<file path="config.mk">
export PLATFORM = sky130hd
export DESIGN_NAME = instr_cycle_sequencer
export DESIGN_NICKNAME = d
export VERILOG_FILES = /design/src/rtl/instr_cycle_sequencer.sv
export SDC_FILE = /design/constraint.sdc
export NUM_CORES = 1
export LEC_CHECK = 0
export ABC_AREA = 0
export ABC_CLOCK_PERIOD_IN_PS = 2600
export BUFFER_PORTS_ARGS = -buffer_cell sky130_fd_sc_hd__buf_2
export CELL_PAD_IN_SITES_DETAIL_PLACEMENT = 0
export CELL_PAD_IN_SITES_GLOBAL_PLACEMENT = 1
export CORE_UTILIZATION = 32
export CTS_BUF_LIST = sky130_fd_sc_hd__clkbuf_16
export DETAILED_ROUTE_END_ITERATION = 7
export PLACE_DENSITY_LB_ADDON = 0.05
export SETUP_SLACK_MARGIN = 0.15
export SLEW_MARGIN = 20
export SYNTH_ARGS = -nofsm -noshare
export SYNTH_HDL_FRONTEND = slang
export SYNTH_SLANG_ARGS = --single-unit
</file>
<file path="constraint.sdc">
create_clock -name clk -period 2.6 [get_ports clk]
set_clock_uncertainty 0.2 [all_clocks]
set_input_delay 0.39 -clock clk [delete_from_list [all_inputs] [get_ports clk]]
set_output_delay 0.39 -clock clk [all_outputs]
set_load 0.005 [all_outputs]
</file>
<file path="src/rtl/instr_cycle_sequencer.sv">
// ---------------------------------------------------------------------------
// instr_cycle_sequencer
//
// Multi-cycle control FSM for the MIPS-subset datapath. Each instruction runs
// through FETCH, DECODE, EXECUTE and, if needed, MEMORY and WRITEBACK. The FSM
// issues a one-cycle strobe for each phase and a pc_update strobe in the last
// phase of every instruction. The MEMORY phase waits on the data-memory
// mem_ready handshake. The block also provides run, single-step and halt
// control.
//
// Optional feature:
//   SEQ_PERF_CNT_EN  When defined, builds the retired-instruction and active-
//                    cycle counters. When undefined, both count outputs are
//                    tied to 0 and no counter flops are built.
//
// Ports:
//   clk          system clock, rising edge
//   reset        synchronous, active-high
//   run          level: execute continuously
//   step         pulse: execute one instruction from IDLE
//   halt_req     pulse: stop after the current instruction completes
//   opcode       decoder opcode, sampled in DECODE
//   reg_write    decoder RegWrite, sampled in DECODE
//   mem_read     decoder MemRead, sampled in DECODE
//   mem_write    decoder MemWrite, sampled in DECODE
//   mem_ready    data memory has completed the access
//   ir_load      FETCH strobe
//   dec_en       DECODE strobe
//   alu_en       EXECUTE strobe
//   mem_req      held high through MEMORY
//   mem_we       store qualifier for mem_req
//   rf_we        WRITEBACK register-file write
//   pc_update    advance PC; one cycle, last phase of each instruction
//   state        current state encoding
//   halted       FSM is in HALT
//   mem_fault    sticky memory-timeout flag
//   instr_count  retired instructions (SEQ_PERF_CNT_EN)
//   cycle_count  cycles spent in FETCH..WRITEBACK (SEQ_PERF_CNT_EN)
//
// State | meaning
// ------+-----------------------------------------------------------------
// IDLE  | waiting for run or step
// FETCH | load the instruction register
// DECODE| read registers and latch decoder flags; trap the HALT opcode
// EXEC  | ALU phase; beq/j complete here
// MEMORY| data access; wait on mem_ready, or time out into HALT
// WB    | register-file write; the instruction completes
// HALT  | stopped; only reset leaves this state
// ---------------------------------------------------------------------------
module instr_cycle_sequencer #(
  parameter int unsigned MEM_TIMEOUT = 15,
  parameter logic [5:0]  HALT_OPCODE = 6'b111111
) (
  input  logic        clk,
  input  logic        reset,
  input  logic        run,
  input  logic        step,
  input  logic        halt_req,
  input  logic [5:0]  opcode,
  input  logic        reg_write,
  input  logic        mem_read,
  input  logic        mem_write,
  input  logic        mem_ready,
  output logic        ir_load,
  output logic        dec_en,
  output logic        alu_en,
  output logic        mem_req,
  output logic        mem_we,
  output logic        rf_we,
  output logic        pc_update,
  output logic [2:0]  state,
  output logic        halted,
  output logic        mem_fault,
  output logic [31:0] instr_count,
  output logic [31:0] cycle_count
);

  typedef enum logic [2:0] {
    S_IDLE      = 3'd0,
    S_FETCH     = 3'd1,
    S_DECODE    = 3'd2,
    S_EXECUTE   = 3'd3,
    S_MEMORY    = 3'd4,
    S_WRITEBACK = 3'd5,
    S_HALT      = 3'd6
  } state_t;

  // Value of the wait counter during the last MEMORY cycle that may still
  // see mem_ready. If mem_ready is still low in that cycle, the FSM faults.
  localparam logic [7:0] WAIT_LAST = 8'(MEM_TIMEOUT - 1);

  state_t     st;
  logic       step_mode;
  logic       halt_pend;
  logic       rw_q;
  logic       mr_q;
  logic       mw_q;
  logic [7:0] wait_cnt;
  logic       stop;
  state_t     done_next;

  // A halt_req that arrives in the completion cycle itself still stops the FSM.
  assign stop      = step_mode | halt_pend | halt_req | ~run;
  assign done_next = stop ? S_IDLE : S_FETCH;

  // Moore decodes of the state register. The one exception is the store
  // completion, which is qualified by mem_ready in the same cycle.
  always_comb begin
    ir_load   = 1'b0;
    dec_en    = 1'b0;
    alu_en    = 1'b0;
    mem_req   = 1'b0;
    mem_we    = 1'b0;
    rf_we     = 1'b0;
    pc_update = 1'b0;
    case (st)
      S_FETCH:     ir_load = 1'b1;
      S_DECODE:    dec_en  = 1'b1;
      S_EXECUTE: begin
        alu_en    = 1'b1;
        pc_update = ~(mr_q | mw_q) & ~rw_q;
      end
      S_MEMORY: begin
        mem_req   = 1'b1;
        mem_we    = mw_q;
        pc_update = mem_ready & ~mr_q;
      end
      S_WRITEBACK: begin
        rf_we     = 1'b1;
        pc_update = 1'b1;
      end
      default: ;
    endcase
  end

  assign state  = st;
  assign halted = (st == S_HALT);

  always_ff @(posedge clk) begin
    if (reset) begin
      st        <= S_IDLE;
      step_mode <= 1'b0;
      halt_pend <= 1'b0;
      rw_q      <= 1'b0;
      mr_q      <= 1'b0;
      mw_q      <= 1'b0;
      wait_cnt  <= '0;
      mem_fault <= 1'b0;
    end else begin
      if (halt_req && st != S_IDLE) halt_pend <= 1'b1;

      case (st)
        S_IDLE: begin
          if (run) begin
            st        <= S_FETCH;
            step_mode <= 1'b0;
          end else if (step) begin
            st        <= S_FETCH;
            step_mode <= 1'b1;
          end
        end
        S_FETCH: st <= S_DECODE;
        // The HALT decision uses the live opcode, so only the control flags
        // need to be held for the later phases.
        S_DECODE: begin
          rw_q <= reg_write;
          mr_q <= mem_read;
          mw_q <= mem_write;
          st   <= (opcode == HALT_OPCODE) ? S_HALT : S_EXECUTE;
        end
        S_EXECUTE: begin
          wait_cnt <= '0;
          if (mr_q | mw_q)  st <= S_MEMORY;
          else if (rw_q)    st <= S_WRITEBACK;
          else              st <= done_next;
        end
        S_MEMORY: begin
          if (mem_ready) begin
            wait_cnt <= '0;
            st       <= mr_q ? S_WRITEBACK : done_next;
          end else if (wait_cnt == WAIT_LAST) begin
            mem_fault <= 1'b1;
            st        <= S_HALT;
          end else begin
            wait_cnt <= wait_cnt + 8'd1;
          end
        end
        S_WRITEBACK: st <= done_next;
        S_HALT:      st <= S_HALT;
        default:     st <= S_IDLE;
      endcase

      // Entering IDLE after a completion clears both stop reasons. This also
      // overrides the halt_req latch above.
      if (pc_update && stop) begin
        step_mode <= 1'b0;
        halt_pend <= 1'b0;
      end
    end
  end

`ifdef SEQ_PERF_CNT_EN
  logic [31:0] instr_q;
  logic [31:0] cycle_q;

  always_ff @(posedge clk) begin
    if (reset) begin
      instr_q <= '0;
      cycle_q <= '0;
    end else begin
      if (pc_update) instr_q <= instr_q + 32'd1;
      if (st >= S_FETCH && st <= S_WRITEBACK) cycle_q <= cycle_q + 32'd1;
    end
  end

  assign instr_count = instr_q;
  assign cycle_count = cycle_q;
`else
  assign instr_count = '0;
  assign cycle_count = '0;
`endif

endmodule

</file>
==> impl_metrics.toml, run 1 <==
[run]
maxCapViolCount = 0

[die]
ioPinCount = 91
dieArea_sq_mm = 0.00489
core_region_area_sq_mm = 0.00438
die_h_um = 69.9
die_w_um = 69.9
initial_core_util_pct = 33.6
rows = 24

[critical_path]
cp_top_family = "simple AND/OR/NAND/NOR gates"
path_depth = 4
path_buf_inv = 0
crit_type = "register to register"
required_ns = 2.56
cp.arrival_ns = 2.14
rrSetupSlack_ns = 0.42
worst_r2r_path_depth = 4
slowest_stage = "dfxtp_1"
r2r-start = "state[1]"
crit_start = "state[1]"
worstPathMaxFanout = 16
slowest_delay_ns = 0.61
crit_end = "wait_cnt[1]"
end_kind = "register"
path_cells = "or3b_1, nor2_1, or3_1, a211oi_1"
start_kind = "register"
r2r_end = "wait_cnt[1]"

[detailed_routing]
drc = 0
totalWireLength_um = 2890
dr.pass1.iters = 5
wl_per_cell_um = 11.2
viasPerCell = 4.19
detail-route-antenna-nets = 0
num_vias = 1076
drt_iter0_drc = 40

[clock_tree]
cts_max_level = 1
cts_root_buffer = "clkbuf_16"
cts_tree = "yes"
cts_buffers = 3
cts_max_path_buffers = 2
clkSlewWorstSetupHoldPaths_ns = 0.05
clkLatencyLatePin_ns = 0.25
clock-sinks = 17

[global_route]
grt_max_degree = 18
grt_pass1_wl_um = 4660
grt_pass1_vias = 926
antenna_found_initial = 0
grt_overflow = 0
grt_usage_pct = 11.9

[worst_hold_path]
hold_path.class = "primary input to register"

[timing]
final_hold_viol_count = 0
setup_tns_ns = 0
setup_ws_ns = 0.424
timing.max_slew.rel_slack_pct = 55.0
period_share_pct = 83.7
fin_crit_ns = 2.18
worst_pin_slew_ns = 0.666
fmax_mhz = 460
slew_violations = 0
rsz0062_at_grt = "false"
setup_viol_count_final = 0
hold_ws_ns = 0.164

[synth]
ys_warn_count = 0
synth_edf_count = 0
syn-instance-count = 181
synth_top_flop_cell = "dfxtp_1"
syn_area_per_cell_sq_um = 8.15
synth_area_sq_mm = 0.00148
ys_seq_area_share_pct = 23.1
async_flop_share_pct = 0
yosys_register_bits = 17
yosysUniqueCellTypes = 41

[outcome]
status = "finished clean"

[final_layout]
final_area_sq_mm = 0.00149
layout-drive-gt1-share_pct = 18.0
nets = 223
layout_common_cells = "conb_1, buf_2, nor2_1"
finalNonFillerCells = 257
syn2layout_area_growth_pct = 0.678
final_common_cell = "conb_1"
diodes = 0

[placement]
port_buffers = 26
gp_congestion = 0.740
place_area_sq_mm = 0.00140
dp_hpwl_um = 2230
dpl_worst_slack_ns = 0.426
placed_cells = 253

[power]
peakVddDrop_uv = 239
p_leak_nw = 0.695
p_per_area_mw_per_mm2 = 477
==> synthesized netlist by cell type (3+ instances only) <==
library cell	count	share of area, %
nor3_1	5	1.7
nand2_1	7	1.8
buf_4	64	33
o21ai_0	4	1.4
mux2i_1	3	2.0
inv_1	4	1.0
a21oi_1	4	1.4
clkbuf_1	5	1.3
nand3_1	4	1.4
nor2_1	18	4.6
xnor2_1	7	4.2
dfxtp_1	17	23
==> how the worst min path moves through the flow <==
stage                     startpoint         to  slack [ns]  depth (start not counted)
final                            run  step_mode        0.16                          2
after global routing             run  step_mode        0.18                          2
after CTS                        run  step_mode        0.17                          2
after detailed placement   mem_fault  mem_fault        0.27                          2
after global placement     mem_fault  mem_fault        0.28                          2
after floorplan            mem_fault  mem_fault        0.26                          2
==> cell families (layout without fill, tap and decap cells) <==
group / Yosys count / in the layout / synth area share, %
DFF: 17 / 17 / 23.1
xor gates and xnor gates: 7 / 7 / 4.16
buffers and inverters: 74 / 35 / 35.6
and+or+nand+nor: 54 / 54 / 20.9
AOI/OAI and AO/OA: 23 / 23 / 12.3
adders and majority gates: 2 / 2 / 1.70
muxes: 3 / 3 / 2.04
other: 1 / 64 / 0.254
==> state kept, by name, indices dropped and copies added, names as in the netlist <==
| name | flops |
|---|---|
| mr_q | 1 |
| mem_fault | 1 |
| state | 3 |
| wait_cnt | 8 |
| rw_q | 1 |
| step_mode | 1 |
| mw_q | 1 |
| halt_pend | 1 |
==> layout make-up <==
class / count / area (sq um)
Fill cell: 482 / 2900
Clock buffer: 3 / 75.1
Inverter: 4 / 15.0
Clock inverter: 1 / 5.00
Tap cell: 52 / 65.1
Sequential cell: 17 / 342
Multi-Input combinational cell: 153 / 846
Timing Repair Buffer: 27 / 138
==> report_power, final <==
group / internal [W] / switching (W)
combinational: 0.0000412 / 0.0000691
clock: 0.000206 / 0.000107
sequential: 0.000271 / 0.0000149
total: 0.000518 / 0.000191
==> worst reg2reg max path, stage by stage, from the launching register on <==
cell      delay (ns)
dfxtp_1         0.61
or3b_1          0.49
nor2_1          0.10
or3_1           0.47
a211oi_1        0.22
==> per-stage QoR <==
step / power, W / utilization (%)
6_report: 0.000709 / 33.9
5_1_grt: 0.000754 / 33.9
4_1_cts: 0.000722 / 33.8
3_5_place_dp: 0.000401 / 32.0
3_3_place_gp: 0.000400 / 32.0
2_1_floorplan: 0.000432 / -
==> timing repair <==
item | CTS | global route
setup buffers | 0 | 0
hold buffers | 0 | 0
gates resized for setup | 0 | 1
setup endpoints to repair | 0 | 1
==> metal layers <==
layer / global-route usage (%) / part of all wire (%) / up-vias
li1: - / - / 532
met5: 0 / 0 / -
met3: 3.61 / 5.4 / 2
met4: 2.00 / 0.42 / 0
met2: 20.7 / 53 / 43
met1: 14.6 / 41 / 499
(Power assumes the default switching activity.)
==> run 2, diff against run 1 <==
- ABC_CLOCK_PERIOD_IN_PS: 2600 -> 1950
- CORE_UTILIZATION: 32 -> 27
- clock period: 2.6 -> 1.95 ns (I/O delays scaled with it)
==> run 2 against run 1 <==
Compared with the run above: cell area grew 12%; core utilization decreased by 1.6 points; wire length is 8.1% higher; sequential power increased by 30%; critical path type is now register to output port.
==> impl_metrics.toml, run 2 (synthesized netlist as in run 1, its figures left out) <==
[final_layout]
syn2layout_area_growth_pct = 13.1
diodes = 0
regMostFlops = "wait_cnt"
finalNonFillerCells = 292
nets = 240
fin_util_pct = 32.3
layout_common_cells = "conb_1, buf_2, nor2_1"
largest_register_ffs = 8
layout-drive-gt1-share_pct = 24.8
final_common_cell = "conb_1"

[placement]
dp_hpwl_um = 2330
gp_congestion = 0.730
placed_cells = 275
port_buffers = 26

[clock_tree]
cts_max_path_buffers = 2
cts_buffers = 3
clkSlewWorstSetupHoldPaths_ns = 0.06
clock-sinks = 17
holdBufCountCts = 0
clkLatencyLatePin_ns = 0.25
cts_max_level = 1
cts_root_buffer = "clkbuf_16"
cts_tree = "yes"

[worst_hold_path]
hold_depth = 2
hold_path.class = "primary input to register"
min-delay-start = "run"

[power]
power_w = 0.000989
peakVddDrop_uv = 339
p_per_area_mw_per_mm2 = 593
p_leak_nw = 0.791

[detailed_routing]
num_vias = 1109
dr.pass1.iters = 4
detail-route-antenna-nets = 0
wl_per_cell_um = 10.7
totalWireLength_um = 3120
drt_iter0_drc = 26
drc = 0
viasPerCell = 3.80

[timing]
rsz0062_at_grt = "true"
fmax_mhz = 573
setup_tns_ns = 0
setup_viol_count_final = 0
slew_violations = 0
fin_crit_ns = 1.74
period_share_pct = 89.4
hold_ws_ns = 0.0728
final_hold_viol_count = 0

[critical_path]
rrSetupSlack_ns = 0.21
cp.arrival_ns = 1.25
required_ns = 1.46
crit_start = "state[0]"
crit_type = "register to output port"
r2r-start = "state[2]"
start_kind = "register"
worst_r2r_path_depth = 4
end_kind = "output port"
worstPathMaxFanout = 11

[run]
maxCapViolCount = 0

[die]
core_region_area_sq_mm = 0.00517
rows = 26
die_w_um = 75.9
ioPinCount = 91
initial_core_util_pct = 28.5
dieArea_sq_mm = 0.00576
die_h_um = 75.9

[global_route]
grt_usage_pct = 9.64
grt_overflow = 0
antenna_found_initial = 0
grt_max_degree = 18
grt_pass1_wl_um = 4510
grt_pass1_vias = 977

[outcome]
status = "finished clean"
==> run 2: cell type report <==
cell class,count,area (sq um)
clock buffers,3,75.1
inverters,4,15.0
repair buffers,44,289
flip-flops and latches,17,340
multi-input cells,153,858
fillers,562,3500
well taps,70,87.6
clock inverters,1,3.75
==> run 2: report_power, final <==
group	total, W	switching, W	internal, W
Clock	0.000413	0.000140	0.000272
Combinational	0.000203	0.000112	0.0000916
Sequential	0.000373	0.0000112	0.000362
Total	0.000989	0.000263	0.000726
==> run 2: worst max-delay path: stages, from the launching register on <==
cell	delay (ns)
dfxtp_1	0.32
buf_6	0.14
buf_4	0.15
nor2_1	0.13
and3_1	0.16
buf_2	0.11
==> run 2: timing repair <==
item | in CTS | in global routing
endpoints found under the hold margin | 0 | 0
setup endpoints to repair | 13 | 4
resized for setup | 6 | 2
pin swaps | 0 | 1
setup buffers | 0 | 13
==> run 2: path summary, 6_finish.rpt <==
| path | endpoint |
|---|---|
| worst min register to register | mem_fault |
| worst max register to register | wait_cnt[1] |
| worst max-delay path | mem_we |
| worst min-delay path | step_mode |
==> run 2: layer usage <==
metal / track usage (%) / wire length [um] / up-vias
li1: - / - / 564
met1: 10.9 / 1310 / 504
met2: 17.6 / 1630 / 39
met3: 3.37 / 177 / 2
met4: 1.35 / 10 / 0
met5: 0 / 0 / -
==> run 2: metrics by stage <==
stage	cell area [sq um]	setup WS, ns
6_report	1670	0.206
5_1_grt	1670	0.126
4_1_cts	1560	0.153
3_5_place_dp	1460	0.116
3_3_place_gp	1460	0.153
2_1_floorplan	1710	0.197
